[config.mk]
export PLATFORM = sky130hd
export DESIGN_NAME = fft_out_reorder_flat
export DESIGN_NICKNAME = d
export VERILOG_FILES = /design/src/rtl/fft_out_reorder_if.sv /design/src/rtl/fft_out_reorder.sv /design/src/flat_wrapper.sv
export SDC_FILE = /design/constraint.sdc
export NUM_CORES = 2
export LEC_CHECK = 0
export BUFFER_PORTS_ARGS = -buffer_cell sky130_fd_sc_hd__buf_2
export CORE_ASPECT_RATIO = 0.75
export CORE_MARGIN = 8
export CORE_UTILIZATION = 45
export DETAILED_ROUTE_END_ITERATION = 7
export REMOVE_ABC_BUFFERS = 1
export SLEW_MARGIN = 0
export SYNTH_ARGS = -nofsm -noshare
export SYNTH_HDL_FRONTEND = slang
export SYNTH_SLANG_ARGS = --single-unit
[constraint.sdc]
create_clock -name clk -period 4.35 [get_ports clk]
set_input_delay 0.6525 -clock clk [delete_from_list [all_inputs] [get_ports clk]]
set_output_delay 0.6525 -clock clk [all_outputs]
set_load 0.1 [all_outputs]
[src/rtl/fft_out_reorder_if.sv]
// Stream bundle for the FFT output reorder buffer: bit-reversed input side
// and natural-order output side with index and frame markers.
interface fft_out_reorder_if #(
  parameter int DW   = 14,
  parameter int LOGN = 5
);
  logic                   valid_i;
  logic signed [DW-1:0]   data_in_r;
  logic signed [DW-1:0]   data_in_i;
  logic                   valid_o;
  logic signed [DW-1:0]   data_out_r;
  logic signed [DW-1:0]   data_out_i;
  logic        [LOGN-1:0] index_o;
  logic                   first_o;
  logic                   last_o;

  modport master (
    output valid_i, data_in_r, data_in_i,
    input  valid_o, data_out_r, data_out_i, index_o, first_o, last_o
  );

  modport slave (
    input  valid_i, data_in_r, data_in_i,
    output valid_o, data_out_r, data_out_i, index_o, first_o, last_o
  );
endinterface

[src/rtl/fft_out_reorder.sv]
// Ping-pong reorder buffer: writes bit-reversed FFT output into one bank while
// the other bank is read out in natural order, so frames can stream back-to-back.
module fft_out_reorder #(
  parameter int DW   = 14,
  parameter int LOGN = 5
) (
  input logic               clk,
  input logic               rst_n,
  fft_out_reorder_if.slave  bus
);
  localparam int N = 1 << LOGN;

  typedef enum logic {IDLE, READ} state_t;

  logic [2*DW-1:0] mem [2][N];

  logic [LOGN-1:0] wcnt;
  logic            wbank;
  logic [1:0]      full;
  logic [1:0]      full_next;

  state_t          state;
  logic [LOGN-1:0] rcnt;
  logic            rbank;

  logic            valid_q;
  logic            first_q;
  logic            last_q;
  logic [LOGN-1:0] index_q;
  logic [2*DW-1:0] data_q;

  logic            wr_done;
  logic            rd_done;
  logic            cont;

  function automatic logic [LOGN-1:0] bitrev(input logic [LOGN-1:0] a);
    logic [LOGN-1:0] r;
    r = '0;
    for (int unsigned b = 0; b < LOGN; b++) begin
      r[b] = a[LOGN-1-b];
    end
    return r;
  endfunction

  assign wr_done = bus.valid_i && (wcnt == '1);
  assign rd_done = (state == READ) && (rcnt == '1);
  // The writer's set of the other bank on this very edge must also keep READ going.
  assign cont    = full[~rbank] || (wr_done && (wbank != rbank));

  always_comb begin
    full_next = full;
    if (wr_done) full_next[wbank] = 1'b1;
    if (rd_done) full_next[rbank] = 1'b0;
  end

  always_ff @(posedge clk) begin
    if (!rst_n && bus.valid_i) begin
      mem[wbank][bitrev(wcnt)] <= {bus.data_in_r, bus.data_in_i};
    end
  end

  always_ff @(posedge clk) begin
    if (rst_n) begin
      wcnt  <= '0;
      wbank <= 1'b0;
      full  <= '0;
    end else begin
      full <= full_next;
      if (bus.valid_i) begin
        wcnt <= wcnt + 1'b1;
        if (wcnt == '1) wbank <= ~wbank;
      end
    end
  end

  always_ff @(posedge clk) begin
    if (rst_n) begin
      state   <= IDLE;
      rcnt    <= '0;
      rbank   <= 1'b0;
      valid_q <= 1'b0;
      first_q <= 1'b0;
      last_q  <= 1'b0;
      index_q <= '0;
      data_q  <= '0;
    end else begin
      case (state)
        IDLE: begin
          valid_q <= 1'b0;
          first_q <= 1'b0;
          last_q  <= 1'b0;
          if (full[rbank]) begin
            state <= READ;
            rcnt  <= '0;
          end
        end
        READ: begin
          data_q  <= mem[rbank][rcnt];
          valid_q <= 1'b1;
          index_q <= rcnt;
          first_q <= (rcnt == '0);
          last_q  <= (rcnt == '1);
          rcnt    <= rcnt + 1'b1;
          if (rcnt == '1) begin
            rbank <= ~rbank;
            if (!cont) state <= IDLE;
          end
        end
        default: state <= IDLE;
      endcase
    end
  end

  assign bus.valid_o    = valid_q;
  assign bus.first_o    = first_q;
  assign bus.last_o     = last_q;
  assign bus.index_o    = index_q;
  assign bus.data_out_r = data_q[2*DW-1:DW];
  assign bus.data_out_i = data_q[DW-1:0];
endmodule

[src/flat_wrapper.sv]
// flat-port wrapper written by rule: the top's interface ports become plain ports
module fft_out_reorder_flat 
#(
  parameter int DW   = 14,
  parameter int LOGN = 5
)
  (clk, rst_n, bus_valid_i, bus_data_in_r, bus_data_in_i, bus_valid_o, bus_data_out_r, bus_data_out_i, bus_index_o, bus_first_o, bus_last_o);
  fft_out_reorder_if #(.DW(DW), .LOGN(LOGN)) bus_i ();
  input logic clk;
  input logic rst_n;
  input wire logic [$bits(bus_i.valid_i)-1:0] bus_valid_i;
  input wire logic [$bits(bus_i.data_in_r)-1:0] bus_data_in_r;
  input wire logic [$bits(bus_i.data_in_i)-1:0] bus_data_in_i;
  output wire logic [$bits(bus_i.valid_o)-1:0] bus_valid_o;
  output wire logic [$bits(bus_i.data_out_r)-1:0] bus_data_out_r;
  output wire logic [$bits(bus_i.data_out_i)-1:0] bus_data_out_i;
  output wire logic [$bits(bus_i.index_o)-1:0] bus_index_o;
  output wire logic [$bits(bus_i.first_o)-1:0] bus_first_o;
  output wire logic [$bits(bus_i.last_o)-1:0] bus_last_o;
  assign bus_i.valid_i = bus_valid_i;
  assign bus_i.data_in_r = bus_data_in_r;
  assign bus_i.data_in_i = bus_data_in_i;
  assign bus_valid_o = bus_i.valid_o;
  assign bus_data_out_r = bus_i.data_out_r;
  assign bus_data_out_i = bus_i.data_out_i;
  assign bus_index_o = bus_i.index_o;
  assign bus_first_o = bus_i.first_o;
  assign bus_last_o = bus_i.last_o;
  fft_out_reorder #(.DW(DW), .LOGN(LOGN)) u_core (.clk(clk), .rst_n(rst_n), .bus(bus_i));
endmodule
# Word level (Yosys, flattened, before mapping)
# Memories as Yosys holds them, arrays and structs flattened. A register that Yosys moved wholly into a read port is not among the register bits.
# Index checks and enable logic that the tools add are counted.
word_totals:
  memories: 1
  ff_bits: 51
  inputBits: 31
  mem_bits_rw: 1792
  word_cells: 74
classes:
  n_addsub: 2
  bitwise_logic: 8
  n_reduce_logical: 12
  n_mux: 28
  magnitude_cmp: 8
  n_eq_ne: 4
mem_list:
  columns: ["memory", "depth", "width", "rd", "rd_ports_with_merged_regs", "write_ports", "line", "source"]
  rows:
  - ["u_core.mem", 2, 896, 1, 1, 1, "fft_out_reorder.sv:15", "logic [2*DW-1:0] mem [2][N];"]
ops:
  columns: ["cell", "n"]
  rows:
  - ["896-bit two-way mux", 1]
  - ["28-bit binary-select mux with 5-bit select", 1]
  - ["28-bit demux with 5-bit select", 1]
  - ["28-bit two-way mux", 3]
  - ["6-bit greater-or-equal comparator, second input constant", 2]
  - ["1-bit two-way mux", 12]
  - ["5-bit NOT with 6-bit output", 2]
  - ["5-bit by 1-bit adder with 5-bit output, second input constant", 2]
  - ["5-bit == test, second input constant", 2]
  - ["5-bit case mux with 2 select lines", 1]
  - ["1-bit case mux with 2 select lines", 4]
  - ["1-bit logical AND", 7]
  - ["1-bit by 2-bit < comparator with 1-bit output, second input constant", 3]
  - ["6-bit by 1-bit < comparator with 1-bit output, second input constant", 1]
  - ["5-bit logical NOT", 1]
  - ["5-bit two-way mux", 1]
  - ["2-bit two-way mux", 2]
  - ["2-bit AND reduction", 2]
  - ["1-bit NOT", 3]
  - ["2-bit bitwise AND", 1]
  - ["1-bit demux with 1-bit select", 2]
  - ["1-bit greater-or-equal comparator, second input constant", 2]
  - ["2-bit by 1-bit != test with 1-bit output, second input constant", 1]
  - ["2-bit NOT", 1]
  - ["other kinds (4)", 4]

# Longest topological paths before layout
logic_depth:
  word_depth: 8
  mapped_depth: 11
  depth_no_buf: 7

# Worst setup path after synthesis
# No wires, ideal clock.
synth_path:
  path_kind: "input to register"
  startpoint: "in bus_valid_i"
  endpoint: "mem u_core.mem[0][840] (netlist bit), enable pin"
  setup_time_ps: 448
  stages: 3
  setup_slack_ps: 871
  path_buffers: 0
  arrival_ps: 3031
  cell_sequence: "nor2b_1 -> nand2b_1 -> nor3_1"
synth_between:
  elab_chain_cells: 3
synth_rtl:
  columns: ["item", "line", "source"]
  rows:
  - ["start, declared", "flat_wrapper.sv:11", "input wire logic [$bits(bus_i.valid_i)-1:0] bus_valid_i;"]
  - ["1-bit logical AND", "fft_out_reorder.sv:57", "if (!rst_n && bus.valid_i) begin"]
  - ["1-bit two-way mux", "fft_out_reorder.sv:57", null]
  - ["896-bit two-way mux (implied by the code)", "fft_out_reorder.sv:58", "mem[wbank][bitrev(wcnt)] <= {bus.data_in_r, bus.data_in_i};"]
  - ["end, declared", "fft_out_reorder.sv:15", null]
# No other way between the ends.

# Worst setup path in the final report
layout_path:
  startpoint: "reg u_core.rcnt[3]"
  endpoint: "reg u_core.data_q[23]"
layout_between:
  elab_chain_cells: 4
layout_rtl:
  columns: ["item", "line", "source"]
  rows:
  - ["start, declared", "fft_out_reorder.sv:23", "logic [LOGN-1:0] rcnt;"]
  - ["start signal, assigned", "fft_out_reorder.sv:103", "rcnt <= rcnt + 1'b1;"]
  - ["5-bit NOT with 6-bit output (implied by the code)", "fft_out_reorder.sv:98", "data_q <= mem[rbank][rcnt];"]
  - ["28-bit binary-select mux with 5-bit select", "fft_out_reorder.sv:98", null]
  - ["28-bit two-way mux (implied by the code) (2 in a row)", "fft_out_reorder.sv:98", null]
  - ["end signal, assigned", "fft_out_reorder.sv:98", null]
  - ["end, declared", "fft_out_reorder.sv:30", "logic [2*DW-1:0] data_q;"]
# No other way between the ends. The select of a mux whose other input is x is not followed.
# A chain may end at the register's enable or synchronous reset.

==> out/results.tsv <==
metric	value	unit
Synth area leaders	edfxtp_1, mux4_2, mux2i_1, dfxtp_1, nand2_1	
drt first pass iters	5	
clk_lat worst skew	0.80	ns
Critical Path RT	5.09	ns
largest net degree at the start of global routing	72	
Routed met1 length	82.29	mm
synthesis-stage register bit count	1844	
postcts setup bufs	0	
Die Footprint	170000	um^2
# IOs	67	
post-CTS sizing	0	
commonest cells in the synthesized netlist	edfxtp_1, mux4_2, mux2i_1	
vias in the first global route	33840	
Slew Limit Headroom	16.24	%
crit path max fanout	19	
clk sinks	1844	
CTS Root Cell	clkbuf_16	
Die X	473.4	um
Final Hold Slack	0.1616	ns
Arr. time, crit path	4.21	ns
Seq/Total Area, Yosys	77.68	%
drt via density	5.970	
Met2 Wirelength	77.93	mm
# DRC	0	
Post-Layout Cell Count	5770	
Final Instance Area	79690	um^2
fin crit period	3.472	ns
area delta synth->final	12.85	%
Critical Path End Type	flop	
actual slew at the worst max-slew pin	1.256	ns
Post-Syn Area	70620	um^2
number of enable flip-flop cells after synthesis	1792	
CTS Hold Bufs	0	
endpoints failing setup	0	
Final Hold Viols	0	
Max Clk Rate	0.2880	GHz
Synth area leader	edfxtp_1	
max-slew violation count	0	
TritonCTS clock tree	yes	
Final Skew	0.02574	ns
RSZ-0062 raised after global routing	false	
Clock Tree Buf Depth	3	
H-tree depth	4	
peak supply drop	0.3796	mV
Netlist cell types	53	
Cell Area, Placed	74350	um^2
TritonCTS Buffers	174	
top cell type's share of synthesized area	76.20	%
Worst Setup Path Type	reg2reg	
Tcrit/Tclk final	79.81	%
Max-Cap Viols	0	
fraction of layout cells with a size suffix above 1	25.97	%
Synth Instances	3288	
clk slew on worst S/H paths	0.06	ns
initial DRC count	4241	
initial core utilization	45.11	%
Finished Core Util	50.91	%
port buffer count	66	
Worst setup SP type	flop	
worst hold path class	in2reg	
async set-reset flop share out of synthesis	0	%
final setup TNS	0	ns
initial antenna violation count	7	
via count	34450	
top layer in use	met4	
power density over cell area	431.8	nW/um^2
P_leak	24.11	nW
Top FF cell, synth	edfxtp_1	
post-detail-place hpwl	108.0	mm
nets@finish	3554	
final wirelength	180.1	mm
first-pass GRT wire length	257.6	mm
fin worst setup slack	0.8781	ns
gr ovfl total	0	
Placer Congestion	0.8555	
count leader, synth	edfxtp_1	
total power draw	34.41	mW
status	finished, final reports clean	
fill count	12240	
Routed Antenna Nets	0	
Yosys Warn Count	0	
total global-route track usage	20.95	%
FP Rows	126	
syn avg cell area	21.48	um^2
placed insts	5449	
Place WS	0.8109	ns
WL met3	15.06	mm
Core Box Area	156500	um^2
Die Y	359.1	um
per-cell routed wire length	31.22	um
## worst max-delay path, cell delays in order, from the launching register on
cell	delay [ns]
dfxtp_1	0.94
buf_4	0.28
nand2b_1	0.55
buf_4	0.27
o32a_1	0.20
o21ai_0	0.10
nor4_1	0.84
o21a_1	0.23
## registers in the layout, indices dropped and copies added, names as in the netlist, named ones only
name,cells
u_core.bus.valid_o,1
u_core.bus.last_o,1
u_core.wcnt,5
u_core.bus.index_o,5
u_core.bus.first_o,1
u_core.mem,1792
u_core.state,1
u_core.wbank,1
u_core.data_q,28
u_core.rbank,1
u_core.full,2
u_core.rcnt,5
## cell type report
class / instances / area [um^2] / area share [%]
antenna: 4 / 10.01 / 0.01256
clock buffer: 221 / 4646 / 5.830
clock inverter: 96 / 686.9 / 0.8619
inverter: 8 / 31.28 / 0.03925
multi-input combinational: 1248 / 15010 / 18.83
sequential: 1844 / 54870 / 68.85
tap: 2112 / 2643 / 3.316
timing repair buffer: 237 / 1802 / 2.261
## report_power, final
part | total [mW] | internal [mW] | switching (mW)
combinational | 0.453 | 0.0688 | 0.384
clock | 14.4 | 8.01 | 6.43
sequential | 19.5 | 19.5 | 0.0108
total | 34.4 | 27.6 | 6.82
## cells by family (layout without fill, tap and decap cells)
| group | after synthesis | in the layout | synth area share (%) |
|---|---|---|---|
| flip-flops | 1844 | 1844 | 77.68 |
| multiplexers | 556 | 556 | 14.91 |
| AND/OR/NAND/NOR | 392 | 392 | 2.512 |
| AO/OA/AOI/OAI | 285 | 285 | 2.906 |
| buffers and inverters | 196 | 562 | 1.758 |
| adder cells (fa/ha/maj) | 10 | 10 | 0.1772 |
| XOR/XNOR | 5 | 5 | 0.06203 |
| other | 0 | 4 | 0 |
## placed cells by master (no fill, tap or decap), drive strengths merged, types with 14 or more instances in the layout
master / count
clkinv: 82
mux4: 394
buf: 237
nor2: 126
mux2i: 154
nand3: 22
dfxtp: 52
a22oi: 59
o21ai: 25
a22o: 14
o211ai: 26
nand2b: 14
edfxtp: 1792
a311oi: 21
clkbuf: 221
a21oi: 23
o22ai: 48
nand2: 148
## per-layer routing
metal / track usage, % / vias up
li1: - / 14220
met1: 32.96 / 18350
met2: 29.73 / 1606
met3: 4.219 / 270
met4: 5.813 / 0
met5: 0 / -
## final timing paths
path	startpoint	end	slack, ns	depth (start not counted)
max	u_core.rcnt[3]$_SDFFE_PP0P_	u_core.data_q[23]$_SDFFE_PP0P_	0.88	7
max reg2reg	u_core.rcnt[3]$_SDFFE_PP0P_	u_core.data_q[23]$_SDFFE_PP0P_	0.88	7
min	rst_n	u_core.wbank$_SDFFE_PP0N_	0.16	2
min reg2reg	u_core.data_q[8]$_SDFFE_PP0P_	u_core.data_q[8]$_SDFFE_PP0P_	0.49	2
Note: power is estimated with default switching activity, not from simulation.
